<file path="config.mk">
export PLATFORM = sky130hd
export DESIGN_NAME = i2s_tx_flat
export DESIGN_NICKNAME = d
export VERILOG_FILES = /design/src/rtl/i2s_tx_if.sv /design/src/rtl/i2s_tx.sv /design/src/flat_wrapper.sv
export SDC_FILE = /design/constraint.sdc
export NUM_CORES = 1
export LEC_CHECK = 0
export CAP_MARGIN = 25
export CORE_ASPECT_RATIO = 1.2
export CORE_MARGIN = 2
export CORE_UTILIZATION = 56
export DETAILED_ROUTE_END_ITERATION = 8
export PLACE_DENSITY_LB_ADDON = 0.3
export SYNTH_ARGS = -nofsm -noshare
export SYNTH_HDL_FRONTEND = slang
export SYNTH_SLANG_ARGS = --single-unit
</file>
<file path="constraint.sdc">
create_clock -name clk -period 3.26 [get_ports clk]
set_input_delay 0.652 -clock clk [delete_from_list [all_inputs] [get_ports clk]]
set_output_delay 0.652 -clock clk [all_outputs]
set_load 0.03 [all_outputs]
</file>
<file path="src/rtl/i2s_tx_if.sv">
// +----------------------------------------------------------------------------+
// | i2s_tx_if : stereo sample handshake between the volume stage and i2s_tx    |
// | Revision  : 1.0                                                            |
// +----------------------------------------------------------------------------+
`default_nettype none

interface i2s_tx_if #(
  parameter int SMP_W = 16
);
  logic [SMP_W-1:0] lft_in;
  logic [SMP_W-1:0] rht_in;
  logic             smp_vld;
  logic             smp_rdy;

  modport master (
    output lft_in,
    output rht_in,
    output smp_vld,
    input  smp_rdy
  );

  modport slave (
    input  lft_in,
    input  rht_in,
    input  smp_vld,
    output smp_rdy
  );
endinterface

`default_nettype wire

</file>
<file path="src/rtl/i2s_tx.sv">
// +----------------------------------------------------------------------------+
// | i2s_tx   : I2S transmitter, codec clock/reset generation, double-buffered  |
// |            stereo serializer. Build option: I2S_UNDERRUN_ZERO_EN           |
// | Revision : 1.0                                                            |
// +----------------------------------------------------------------------------+
`default_nettype none

module i2s_tx #(
  parameter int SMP_W    = 16,
  parameter int RSTN_DLY = 1024
) (
  input  logic      clk,
  input  logic      rst,
  i2s_tx_if.slave   smp_if,
  output logic      MCLK,
  output logic      SCLK,
  output logic      LRCLK,
  output logic      SDin,
  output logic      RSTn,
  output logic      underrun
);

  localparam int                   RST_CNT_W   = (RSTN_DLY < 1) ? 1 : $clog2(RSTN_DLY + 1);
  localparam logic [RST_CNT_W-1:0] RST_CNT_MAX = RST_CNT_W'(RSTN_DLY);
  localparam logic [10:0]          CNT_WRAP    = 11'd2047;

  logic [10:0]          cnt_q, cnt_d;
  logic [RST_CNT_W-1:0] rst_cnt_q, rst_cnt_d;
  logic                 rstn_q, rstn_d;
  logic [SMP_W-1:0]     pend_lft_q, pend_lft_d;
  logic [SMP_W-1:0]     pend_rht_q, pend_rht_d;
  logic                 pend_full_q, pend_full_d;
  logic [SMP_W-1:0]     act_lft_q, act_lft_d;
  logic [SMP_W-1:0]     act_rht_q, act_rht_d;
  logic                 smp_rdy_q, smp_rdy_d;
  logic                 underrun_q, underrun_d;
  logic                 sdin_q, sdin_d;

  logic                 frame_start;
  logic                 accept;
  logic [4:0]           bit_pos;
  logic [4:0]           slot_idx;
  logic [SMP_W-1:0]     tx_smp;
  logic [31:0]          slot;

  always_comb begin
    cnt_d       = cnt_q + 11'd1;
    frame_start = (cnt_q == CNT_WRAP);
    accept      = smp_if.smp_vld & smp_rdy_q;

    rst_cnt_d = (rst_cnt_q == RST_CNT_MAX) ? rst_cnt_q : rst_cnt_q + RST_CNT_W'(1);
    rstn_d    = rstn_q | (rst_cnt_q == RST_CNT_MAX);

    pend_lft_d  = pend_lft_q;
    pend_rht_d  = pend_rht_q;
    pend_full_d = pend_full_q;
    act_lft_d   = act_lft_q;
    act_rht_d   = act_rht_q;
    underrun_d  = 1'b0;

    // Transfer decision uses the pre-edge pend_full, so a pair accepted on the
    // boundary edge always waits for the following frame.
    if (frame_start) begin
      if (pend_full_q) begin
        act_lft_d   = pend_lft_q;
        act_rht_d   = pend_rht_q;
        pend_full_d = 1'b0;
      end else begin
        underrun_d = 1'b1;
`ifdef I2S_UNDERRUN_ZERO_EN
        act_lft_d  = '0;
        act_rht_d  = '0;
`endif
      end
    end

    if (accept) begin
      pend_lft_d  = smp_if.lft_in;
      pend_rht_d  = smp_if.rht_in;
      pend_full_d = 1'b1;
    end

    smp_rdy_d = ~pend_full_d;

    // Sample sits left-justified in a 32-bit slot; slot bit (32-p) is sent at
    // position p, and the zero padding covers both p=0 and p>SMP_W.
    bit_pos  = cnt_d[9:5];
    slot_idx = 5'd0 - bit_pos;
    tx_smp   = cnt_d[10] ? act_rht_q : act_lft_q;
    slot     = {tx_smp, {(32-SMP_W){1'b0}}};

    sdin_d = sdin_q;
    if (cnt_d[4:0] == 5'd0) begin
      sdin_d = (bit_pos == 5'd0) ? 1'b0 : slot[slot_idx];
    end
  end

  always_ff @(posedge clk) begin
    if (rst) begin
      cnt_q       <= '0;
      rst_cnt_q   <= '0;
      rstn_q      <= 1'b0;
      pend_lft_q  <= '0;
      pend_rht_q  <= '0;
      pend_full_q <= 1'b0;
      act_lft_q   <= '0;
      act_rht_q   <= '0;
      smp_rdy_q   <= 1'b0;
      underrun_q  <= 1'b0;
      sdin_q      <= 1'b0;
    end else begin
      cnt_q       <= cnt_d;
      rst_cnt_q   <= rst_cnt_d;
      rstn_q      <= rstn_d;
      pend_lft_q  <= pend_lft_d;
      pend_rht_q  <= pend_rht_d;
      pend_full_q <= pend_full_d;
      act_lft_q   <= act_lft_d;
      act_rht_q   <= act_rht_d;
      smp_rdy_q   <= smp_rdy_d;
      underrun_q  <= underrun_d;
      sdin_q      <= sdin_d;
    end
  end

  assign MCLK           = cnt_q[1];
  assign SCLK           = cnt_q[4];
  assign LRCLK          = cnt_q[10];
  assign SDin           = sdin_q;
  assign RSTn           = rstn_q;
  assign underrun       = underrun_q;
  assign smp_if.smp_rdy = smp_rdy_q;

endmodule

`default_nettype wire

</file>
<file path="src/flat_wrapper.sv">
// flat-port wrapper written by rule: the top's interface ports become plain ports
module i2s_tx_flat 
#(
  parameter int SMP_W    = 16,
  parameter int RSTN_DLY = 1024
)
  (clk, rst, MCLK, SCLK, LRCLK, SDin, RSTn, underrun, smp_if_lft_in, smp_if_rht_in, smp_if_smp_vld, smp_if_smp_rdy);
  i2s_tx_if #(.SMP_W(SMP_W)) smp_if_i ();
  input  logic clk;
  input  logic rst;
  output logic MCLK;
  output logic SCLK;
  output logic LRCLK;
  output logic SDin;
  output logic RSTn;
  output logic underrun;
  input wire logic [$bits(smp_if_i.lft_in)-1:0] smp_if_lft_in;
  input wire logic [$bits(smp_if_i.rht_in)-1:0] smp_if_rht_in;
  input wire logic [$bits(smp_if_i.smp_vld)-1:0] smp_if_smp_vld;
  output wire logic [$bits(smp_if_i.smp_rdy)-1:0] smp_if_smp_rdy;
  assign smp_if_i.lft_in = smp_if_lft_in;
  assign smp_if_i.rht_in = smp_if_rht_in;
  assign smp_if_i.smp_vld = smp_if_smp_vld;
  assign smp_if_smp_rdy = smp_if_i.smp_rdy;
  i2s_tx #(.SMP_W(SMP_W), .RSTN_DLY(RSTN_DLY)) u_core (.clk(clk), .rst(rst), .smp_if(smp_if_i), .MCLK(MCLK), .SCLK(SCLK), .LRCLK(LRCLK), .SDin(SDin), .RSTn(RSTn), .underrun(underrun));
endmodule
</file>
# After elaboration in Yosys (flattened, before gate mapping)
# Cells that the tools add are included.
[op_classes] n_addsub=3 order_cmp=1 eq_ne=2 muxes=7 bitwise=4 reduce_logical=4
[op_table] op="adder 11 x 1 -> 11 bit (second input constant)" n=2
[op_table] op="== test 11 bit (second input constant)" n=2
[op_table] op="two-way mux 16 bit" n=1
[op_table] op="logical NOT 5 bit" n=2
[op_table] op="< comparator 5 x 6 -> 1 bit (second input constant)" n=1
[op_table] op="binary-select mux 1 bit (select 5 bit)" n=1
[op_table] op="two-way mux 1 bit" n=5
[op_table] op="subtractor 1 x 5 -> 5 bit (first input constant)" n=1
[op_table] op="NOT 1 bit" n=2
[op_table] op="AND reduction 2 bit" n=1
[op_table] op="OR reduction 2 bit" n=1
[op_table] op="bitwise AND 1 bit" n=1
[op_table] op="OR 1 bit" n=1
[totals] register_bits=91 in_bits=35 out_inout_bits=7 elab_cells=32

# Logic depth before layout (Yosys ltp)
[logic_depth] word_depth=5 depth_mapped=11

# Least setup slack after synthesis
# No wires, ideal clock.
[synth_path] kind="reg2reg" startpoint="register u_core.cnt_q[1]" endpoint="register u_core.sdin_q (netlist: u_core.SDin)" setup_ns=0.116 arrival_time_ns=2.777 slack_ns=0.367 stages_incl_launch_ff=10 n_path_buf=1 period_less_slack_ns=2.893 cell_sequence="dfxtp_1 > ha_1 > nand4_4 > or4_1 > buf_6 > nand2_4 > mux4_1 > nand2_1 > a41oi_1 > a31o_1"
[synth_via] elab_chain_cells=5 elab_cells_between_ends=8 cone_classes="add/sub: 2; mux: 4; reduce/logical: 2"
[synth_lines] item="start: declaration" line="i2s_tx.sv:27" source="logic [10:0] cnt_q, cnt_d;"
[synth_lines] item="start signal: assignment" line="i2s_tx.sv:112" source="cnt_q <= cnt_d;"
[synth_lines] item="adder 11 x 1 -> 11 bit (*)" line="i2s_tx.sv:47" source="cnt_d = cnt_q + 11'd1;"
[synth_lines] item="subtractor 1 x 5 -> 5 bit / two-way mux 16 bit (equally long branches)" line="i2s_tx.sv:88, i2s_tx.sv:89"
[synth_lines] item="binary-select mux 1 bit (select 5 bit)" line="i2s_tx.sv:94" source="sdin_d = (bit_pos == 5'd0) ? 1'b0 : slot[slot_idx];"
[synth_lines] item="two-way mux 1 bit (implied by the code)" line="i2s_tx.sv:94"
[synth_lines] item="two-way mux 1 bit" line="i2s_tx.sv:94"
[synth_lines] item="end signal: assignment" line="i2s_tx.sv:122" source="sdin_q <= sdin_d;"
[synth_lines] item="end: declaration" line="i2s_tx.sv:37" source="logic sdin_q, sdin_d;"
# Every way passes the cells marked *; elsewhere a longest branch is shown, timed or not. The select of a mux whose other input is x is not followed.
# A chain may end at the register's enable or synchronous reset.

# Worst setup path in the final report
# Same ends and word-level chain as after synthesis.

==> impl_metrics.json <==
{
  "cts_buffer_depth": 2,
  "crit_family": "simple AND/OR/NAND/NOR gates",
  "clkPwrFrac_pct": 38.5,
  "syn_nets": 519,
  "num_rows": 33,
  "place_ws_ps": 329,
  "dieHeight_microns": 95.4,
  "coreArea_sq_um": 6770,
  "track_usage_pct": 23.1,
  "hold_buffers": 0,
  "num_vias": 3286,
  "rsz0062_at_grt": "no",
  "drive_gt1_share_pct": 6.26,
  "finalMaxSlewViolations": 0,
  "outcome": "completed",
  "die-area_sq_um": 7650,
  "irDropWorstVdd_mv": 0.373,
  "cts_tree": "done",
  "finalSetupTns_ps": 0,
  "pwr-share-seq_pct": 55.4,
  "clock_latency_ps": 360,
  "grt_max_degree": 45,
  "seq_area_sq_um": 1820,
  "synth_fa_ha_area_share_pct": 1.60,
  "grt_pass1_wl_microns": 13800,
  "synth_cells": 479,
  "ys.flop_type": "dfxtp_1",
  "cts_root_buf": "clkbuf_8",
  "total_power_uw": 2090,
  "ys_types": 54,
  "yosysWarnings": 0,
  "synth_xor_area_share_pct": 4.04,
  "die_x_microns": 80.2,
  "critPathArrivalTime_ps": 3190,
  "synthMuxAreaShare_pct": 3.43,
  "avgSynthCellArea_sq_um": 8.14,
  "fin_cells": 598,
  "min_path_type": "register to register",
  "slowest_delay_ps": 660,
  "drcViolationCount": 0,
  "maxSlewHeadroom_pct": 45.7,
  "final_hold_viol_count": 0,
  "post_cts_resized": 0,
  "grt_pass1_vias": 3073,
  "cp-end-kind": "register",
  "viasPerCell": 5.49,
  "synth_edf_count": 0,
  "synth_compound_area_share_pct": 14.3,
  "final_cell_mix": "nand2_1 (147), dfxtp_1 (91), a21oi_1 (70), clkdlybuf4s50_1 (40), nor2_1 (26)",
  "synth-simple-area-share_pct": 26.2,
  "initial_core_util_pct": 57.6,
  "post-route-min-period_ps": 2950,
  "post-route-period-util_pct": 90.4,
  "synth_top_family_by_area": "simple AND/OR/NAND/NOR gates",
  "area.growth.synth_to_final_pct": 16.3,
  "ys_seq_elements": 91,
  "worstMarginPinSlew_ps": 815,
  "portBuffers": 41,
  "cts_made_buffers": 9,
  "yosysSeqAreaShare_pct": 46.7,
  "p_leak_uw": 0.00157,
  "synth_area_sq_um": 3900,
  "drtPass1Iterations": 4,
  "critPathKind": "register to register",
  "h-tree-depth": 3,
  "fin_ws_ps": 314,
  "path_clk_slew_ps": 80,
  "fill_cells": 607,
  "async_flop_share_pct": 0,
  "place_congestion": 0.861,
  "final_common_cell": "nand2_1",
  "postRouteAntennaNets": 0,
  "worst-path-buf-inv": 0,
  "intPower_uw": 1630,
  "p_sw_uw": 461,
  "antenna_found_initial": 0,
  "critPathMaxFanout": 10,
  "finalSetupViolations": 0,
  "max_freq_mhz": 339,
  "totalWireLength_microns": 7890,
  "ioPinCount": 42,
  "antennaDiodeCount": 0,
  "crit_chain": "ha_1, nand4_4, or4_1, nand2_4, mux4_1, nand2_1, a41oi_1, a31o_1",
  "critPathLaunchType": "register",
  "power_density_nw_per_um2": 461,
  "multi_input_area_sq_um": 1930,
  "cp_slowest_cell": "or4_1",
  "post_cts_buffers": 0,
  "drt_iter0_drc": 172,
  "final_nets": 548,
  "dp_hpwl_microns": 5640,
  "drv_cap": 0,
  "grt.overflow.total": 0,
  "clock-skew-final_ps": 12.5,
  "swShare_pct": 22.1,
  "place_inst": 584,
  "avgRoutedWirePerCell_microns": 13.2,
  "cts_sinks": 91,
  "worstPathRequired_ps": 3510,
  "power_frac_comb_pct": 6.2
}
[state kept, by name (all words and copies together) (netlist names)]
register               flops
u_core.RSTn                1
u_core.SDin                1
u_core.act_lft_q          16
u_core.act_rht_q          16
u_core.cnt_q              11
u_core.pend_full_q         1
u_core.pend_lft_q         16
u_core.pend_rht_q         16
u_core.rst_cnt_q          11
u_core.smp_if.smp_rdy      1
u_core.underrun            1
[metal layers]
layer	track usage [%]	up-vias	wire [microns]
li1	-	1670	-
met1	27.2	1553	3530
met2	40.7	51	3960
met3	4.73	12	271
met4	9.32	0	127
met5	0	-	0
[tightest hold or removal path: cells and delay by family (launching register included)]
kind	cells	cell delay, ps
buf+inv	1	40
flops	1	310
compound gates	1	50
[power groups by stage]
stage | Sequential, uW | Combinational (uW) | Clock, uW
final | 1160 | 129 | 804
after global routing | 1160 | 145 | 863
after CTS | 1160 | 130 | 820
after detailed placement | 1180 | 130 | 0
after global placement | 1180 | 127 | 0
after floorplan | 1180 | 65.0 | 0
[synthesized netlist by cell type (3+ instances only)]
cell type	n	area [sq um]
a21oi_1	70	350
a32oi_1	3	26.3
buf_1	5	18.8
clkbuf_1	20	75.1
dfxtp_1	91	1820
ha_1	5	62.6
inv_1	5	18.8
mux2i_1	7	70.1
nand2_1	147	552
nand3_1	16	80.1
nand4_1	3	18.8
nor2_1	26	97.6
nor2b_1	5	31.3
nor3_1	8	40.0
nor4_1	3	18.8
xnor2_1	7	61.3
xor2_1	11	96.3
[cell type report]
cell class	count	share of cell area, %
Tap cell	87	2.40
Inverter	5	0.414
Clock inverter	4	1.68
Multi-Input combinational cell	354	42.6
Timing Repair Buffer	47	9.93
Sequential cell	91	40.2
Clock buffer	10	2.81
[cells by family after synthesis]
kind of cell,Yosys count
simple gates,229
xor+xnor,18
mux,10
fa+ha+maj,5
buf+inv,34
flops,91
compound gates,92
[per-stage QoR]
| step | hold WS (ps) | util, % | area [sq um] |
|---|---|---|---|
| 2_1_floorplan | 427 | - | 3900 |
| 3_3_place_gp | 435 | 64.0 | 4330 |
| 3_5_place_dp | 438 | 64.0 | 4330 |
| 4_1_cts | 450 | 67.0 | 4540 |
| 5_1_grt | 476 | 67.0 | 4540 |
| 6_report | 447 | 67.0 | 4540 |
[path summary, 6_finish.rpt]
check	start	endpoint	slack, ps	cells past startpoint
min reg2reg	u_core.RSTn$_SDFF_PP0_	u_core.RSTn$_SDFF_PP0_	450	2
max	u_core.cnt_q[1]$_SDFF_PP0_	u_core.SDin$_SDFFE_PP0N_	310	8
max reg2reg	u_core.cnt_q[1]$_SDFF_PP0_	u_core.SDin$_SDFFE_PP0N_	310	8
min	u_core.RSTn$_SDFF_PP0_	u_core.RSTn$_SDFF_PP0_	450	2
Power figures use the tool's default switching activity.
